--- config.mk ---
export PLATFORM = sky130hd
export DESIGN_NAME = id_ex_pipeline_reg
export DESIGN_NICKNAME = d
export VERILOG_FILES = /design/src/rtl/id_ex_pipeline_reg.sv
export SDC_FILE = /design/constraint.sdc
export NUM_CORES = 1
export LEC_CHECK = 0
export ABC_AREA = 1
export CAP_MARGIN = 20
export CORE_AREA = 5 5 147 149
export CTS_CLUSTER_SIZE = 14
export DETAILED_ROUTE_END_ITERATION = 6
export DIE_AREA = 0 0 152 154
export GPL_TIMING_DRIVEN = 1
export PLACE_DENSITY = 0.77
export SLEW_MARGIN = 20
export SYNTH_ARGS = -nofsm -noshare
export SYNTH_HDL_FRONTEND = slang
export SYNTH_SLANG_ARGS = --single-unit
export TNS_END_PERCENT = 100
--- constraint.sdc ---
create_clock -name clk -period 1.95 [get_ports clk]
set_input_delay 0.39 -clock clk [delete_from_list [all_inputs] [get_ports clk]]
set_output_delay 0.39 -clock clk [all_outputs]
set_load 0.03 [all_outputs]
--- src/rtl/id_ex_pipeline_reg.sv ---
// Decode->Execute pipeline register with a 1-cycle D->E latency, plus a saturating count of flush bubbles.
// StallE holds the whole E stage and FlushE loads a bubble; flush beats stall and reset beats both.
module id_ex_pipeline_reg #(
  parameter int XLEN  = 32,
  parameter int CNT_W = 16
) (
  input  logic             clk,
  input  logic             reset,
  input  logic             StallE,
  input  logic             FlushE,
  input  logic             ValidD,
  input  logic             RegWriteD,
  input  logic [1:0]       ResultSrcD,
  input  logic             MemWriteD,
  input  logic             JumpD,
  input  logic             BranchD,
  input  logic [2:0]       ALUControlD,
  input  logic             ALUSrcD,
  input  logic [XLEN-1:0]  RD1D,
  input  logic [XLEN-1:0]  RD2D,
  input  logic [XLEN-1:0]  PCD,
  input  logic [XLEN-1:0]  PCPlus4D,
  input  logic [XLEN-1:0]  ImmExtD,
  input  logic [4:0]       Rs1D,
  input  logic [4:0]       Rs2D,
  input  logic [4:0]       RdD,
  output logic             ValidE,
  output logic             RegWriteE,
  output logic [1:0]       ResultSrcE,
  output logic             MemWriteE,
  output logic             JumpE,
  output logic             BranchE,
  output logic [2:0]       ALUControlE,
  output logic             ALUSrcE,
  output logic [XLEN-1:0]  RD1E,
  output logic [XLEN-1:0]  RD2E,
  output logic [XLEN-1:0]  PCE,
  output logic [XLEN-1:0]  PCPlus4E,
  output logic [XLEN-1:0]  ImmExtE,
  output logic [4:0]       Rs1E,
  output logic [4:0]       Rs2E,
  output logic [4:0]       RdE,
  output logic [CNT_W-1:0] BubbleCnt
);

  typedef struct packed {
    logic            valid;
    logic            reg_write;
    logic [1:0]      result_src;
    logic            mem_write;
    logic            jump;
    logic            branch;
    logic [2:0]      alu_control;
    logic            alu_src;
    logic [XLEN-1:0] rd1;
    logic [XLEN-1:0] rd2;
    logic [XLEN-1:0] pc;
    logic [XLEN-1:0] pc_plus4;
    logic [XLEN-1:0] imm_ext;
    logic [4:0]      rs1;
    logic [4:0]      rs2;
    logic [4:0]      rd;
  } ex_stage_t;

  ex_stage_t        ex_q, ex_d;
  logic [CNT_W-1:0] bubble_cnt_q, bubble_cnt_d;

  always_comb begin
    ex_d         = ex_q;
    bubble_cnt_d = bubble_cnt_q;
    if (FlushE) begin
      ex_d = '0;
      if (bubble_cnt_q != '1) begin
        bubble_cnt_d = bubble_cnt_q + 1'b1;
      end
    end else if (!StallE) begin
      ex_d.valid       = ValidD;
      ex_d.result_src  = ResultSrcD;
      ex_d.alu_control = ALUControlD;
      ex_d.alu_src     = ALUSrcD;
      ex_d.rd1         = RD1D;
      ex_d.rd2         = RD2D;
      ex_d.pc          = PCD;
      ex_d.pc_plus4    = PCPlus4D;
      ex_d.imm_ext     = ImmExtD;
      ex_d.rs1         = Rs1D;
      ex_d.rs2         = Rs2D;
      ex_d.rd          = RdD;
      // An empty slot keeps its fields but must not write state or redirect the PC.
      ex_d.reg_write   = RegWriteD & ValidD;
      ex_d.mem_write   = MemWriteD & ValidD;
      ex_d.jump        = JumpD & ValidD;
      ex_d.branch      = BranchD & ValidD;
    end
  end

  always_ff @(posedge clk) begin
    if (reset) begin
      ex_q         <= '0;
      bubble_cnt_q <= '0;
    end else begin
      ex_q         <= ex_d;
      bubble_cnt_q <= bubble_cnt_d;
    end
  end

  assign ValidE      = ex_q.valid;
  assign RegWriteE   = ex_q.reg_write;
  assign ResultSrcE  = ex_q.result_src;
  assign MemWriteE   = ex_q.mem_write;
  assign JumpE       = ex_q.jump;
  assign BranchE     = ex_q.branch;
  assign ALUControlE = ex_q.alu_control;
  assign ALUSrcE     = ex_q.alu_src;
  assign RD1E        = ex_q.rd1;
  assign RD2E        = ex_q.rd2;
  assign PCE         = ex_q.pc;
  assign PCPlus4E    = ex_q.pc_plus4;
  assign ImmExtE     = ex_q.imm_ext;
  assign Rs1E        = ex_q.rs1;
  assign Rs2E        = ex_q.rs2;
  assign RdE         = ex_q.rd;
  assign BubbleCnt   = bubble_cnt_q;

endmodule
==> reports/metrics.csv, run 1 <==
metric;value;unit
status;complete, no violations;
pwr-share-clk;41.9;%
synth_compound_area_share;13.68;%
worst_clock_skew;10.57;ps
clk_path_buf_depth;3;
core.rowCount;52;
final_cell_mix;407 x nand2_1, 289 x clkdlybuf4s50_1, 202 x dfxtp_1;
die_w;152;um
worst-path-max-fanout;2;
synthFlopType;dfxtp_1;
syn_area;7278;um^2
worst_pin_slew;467.6;ps
drive_gt1_share;4.525;%
path_clk_slew;60;ps
core;20040;um^2
synth_top_family_by_area;simple AND/OR/NAND/NOR gates;
synthDistinctLibCells;24;
power_density;787.4;nW/um^2
cts_num_sinks;202;
nets;1523;
n_fill_cell;1800;
hold_path.class;in -> reg;
rsz0062_at_grt;no;
wl;26030;um
dr.pass1.iters;6;
synth_area_leaders;dfxtp_1 56%, nand2_1 21%, a21oi_1 14%;
switching_share;24.72;%
max_stage_delay;710;ps
netlist_instances;960;
grt_pass1_wl;40100;um
startpoint_type;register;
end_kind;output pin;
slew_violations;0;
final_common_cell;nand2_1;
setup_viol_count_final;0;
relSlewSlack;68.82;%
finalHoldWorstSlack;383.4;ps
hold_viol_final;0;
cp_num_buf_inv;1;
cp_data_required_time;1560;ps
path_class;reg -> out;
ir_worst_vdd;0.0008168;V
p_switching;2.400;mW
cp_slowest_cell;clkdlybuf4s50_1;
die_h;154;um
cts_made_buffers;23;
num_antenna_cells;0;
fin_crit;1921;ps
finalPower;9.709;mW
yosys_warnings;0;
synthSimpleGateAreaFrac;25.77;%
ios;392;
synthXorXnorAreaFrac;0;%
synth-seq-cells;202;
insertion_delay;480;ps
p_leak;5.818;nW
first_global_vias;7491;
grt_antenna_before_repair;1;
ys_seq_area_share;55.56;%
syn2layout_area_growth;69.42;%
grt.overflow.total;0;
synth-edff-count;0;
netlist.area_leader.share;55.56;%
cts-root-buf;clkbuf_16;
grt_max_degree;106;
drc_errors;0;
p_int;7.310;mW
initial_utilization;36.32;%
path_delay_family;buffers and inverters;
drt_iter0_markers;365;
antenna_left;0;
async_reset_ff_share;0;%
port_buffers;391;
gp_congestion;0.8474;
htreeDepth;1;
synthMuxAreaShare;0;%
cp.arrival;1530;ps
synth_top_area_cell;dfxtp_1;
synthAdderAreaFrac;0.1719;%
fin_crit_sh;98.51;%
hpwlAfterDp;18820;um
num_vias;7666;
dieArea;23410;um^2
timing.fmax;520.6;MHz
cp_cell_sequence;clkdlybuf4s50_1;
via_per_inst;4.738;
grt_use_total;20.61;%
wl_per_cell;16.08;um
seqPwrFrac;44.4;%
maxCapViolations;0;
avgSynthCellArea;7.581;um^2
syn-num-nets;1151;
power_frac_comb;13.7;%
finalSetupTns;0;ps
cts_tree;built;
==> routing by layer <==
layer  global-route usage, %  vias up  wire length [um]
met5                       0        -                13
li1                        -     3815                 -
met2                   37.68      303             13130
met3                   7.026       54              2344
met4                   7.363        2               861
met1                   22.12     3492              9673
==> stage by stage <==
step,cells,util (%),cell area [um^2],setup slack (ps)
2_1_floorplan,960,-,7278,300.6
3_3_place_gp,1577,57.44,11510,253.9
3_5_place_dp,1577,57.44,11510,196.4
4_1_cts,1618,60.75,12170,1.362
5_1_grt,1618,61.53,12330,0.02187
6_report,1618,61.53,12330,29.00
==> Yosys cell counts, types with 2 or more instances <==
| master | count |
|---|---|
| buf_2 | 25 |
| a21oi_1 | 198 |
| nand2_1 | 408 |
| nand4_1 | 2 |
| nor2_1 | 39 |
| buf_6 | 2 |
| inv_2 | 2 |
| clkbuf_1 | 28 |
| inv_1 | 13 |
| dfxtp_1 | 202 |
| nand3_1 | 21 |
| buf_1 | 8 |
==> flip-flops by register name (all words and copies together) (netlist names), 16 cells and up <==
name	cells
PCPlus4E	32
PCE	32
RD2E	32
RD1E	32
BubbleCnt	16
ImmExtE	32
==> layout make-up <==
type,count,area (um^2),share of cell area (%)
Timing Repair Buffer,411,4284,34.74
Tap cell,270,337.8,2.740
Clock buffer,34,636.9,5.165
Multi-Input combinational cell,678,2892,23.45
Sequential cell,202,4044,32.80
Inverter,16,62.56,0.5074
Clock inverter,7,73.82,0.5987
==> power by group through the flow <==
stage	sequential, mW	combinational (mW)	clock (mW)
2_1_floorplan	4.65	0.338	0
3_3_place_gp	4.40	1.34	0
3_5_place_dp	4.41	1.35	0
4_1_cts	4.32	1.34	4.17
5_1_grt	4.33	1.42	4.37
6_report	4.31	1.33	4.07
==> kinds of logic after synthesis <==
family | after synthesis
fa+ha+maj | 1
compound gates | 199
simple gates | 478
flops | 202
buf+inv | 80
==> repair_timing <==
item,4_1_cts,5_1_grt
setup endpoints to repair,38,63
cloned,0,0
resized for setup,38,63
endpoints found under the hold margin,0,0
setup buffers,0,0
hold buffers,0,0
==> final timing paths <==
check                from           end  slack (ps)  cells after the start
min reg2reg  PCPlus4E[11]  PCPlus4E[11]         450                      2
max                PCE[3]        PCE[3]          30                      1
min                StallE      RD1E[30]         380                      4
max reg2reg  BubbleCnt[1]  BubbleCnt[3]         220                      6
(Power assumes the default switching activity.)
==> run 2, diff against run 1 <==
SLEW_MARGIN = not set   (was 20)
==> results of run 2 <==
The final DEF is identical to that of run 1; final timing and power are the same.
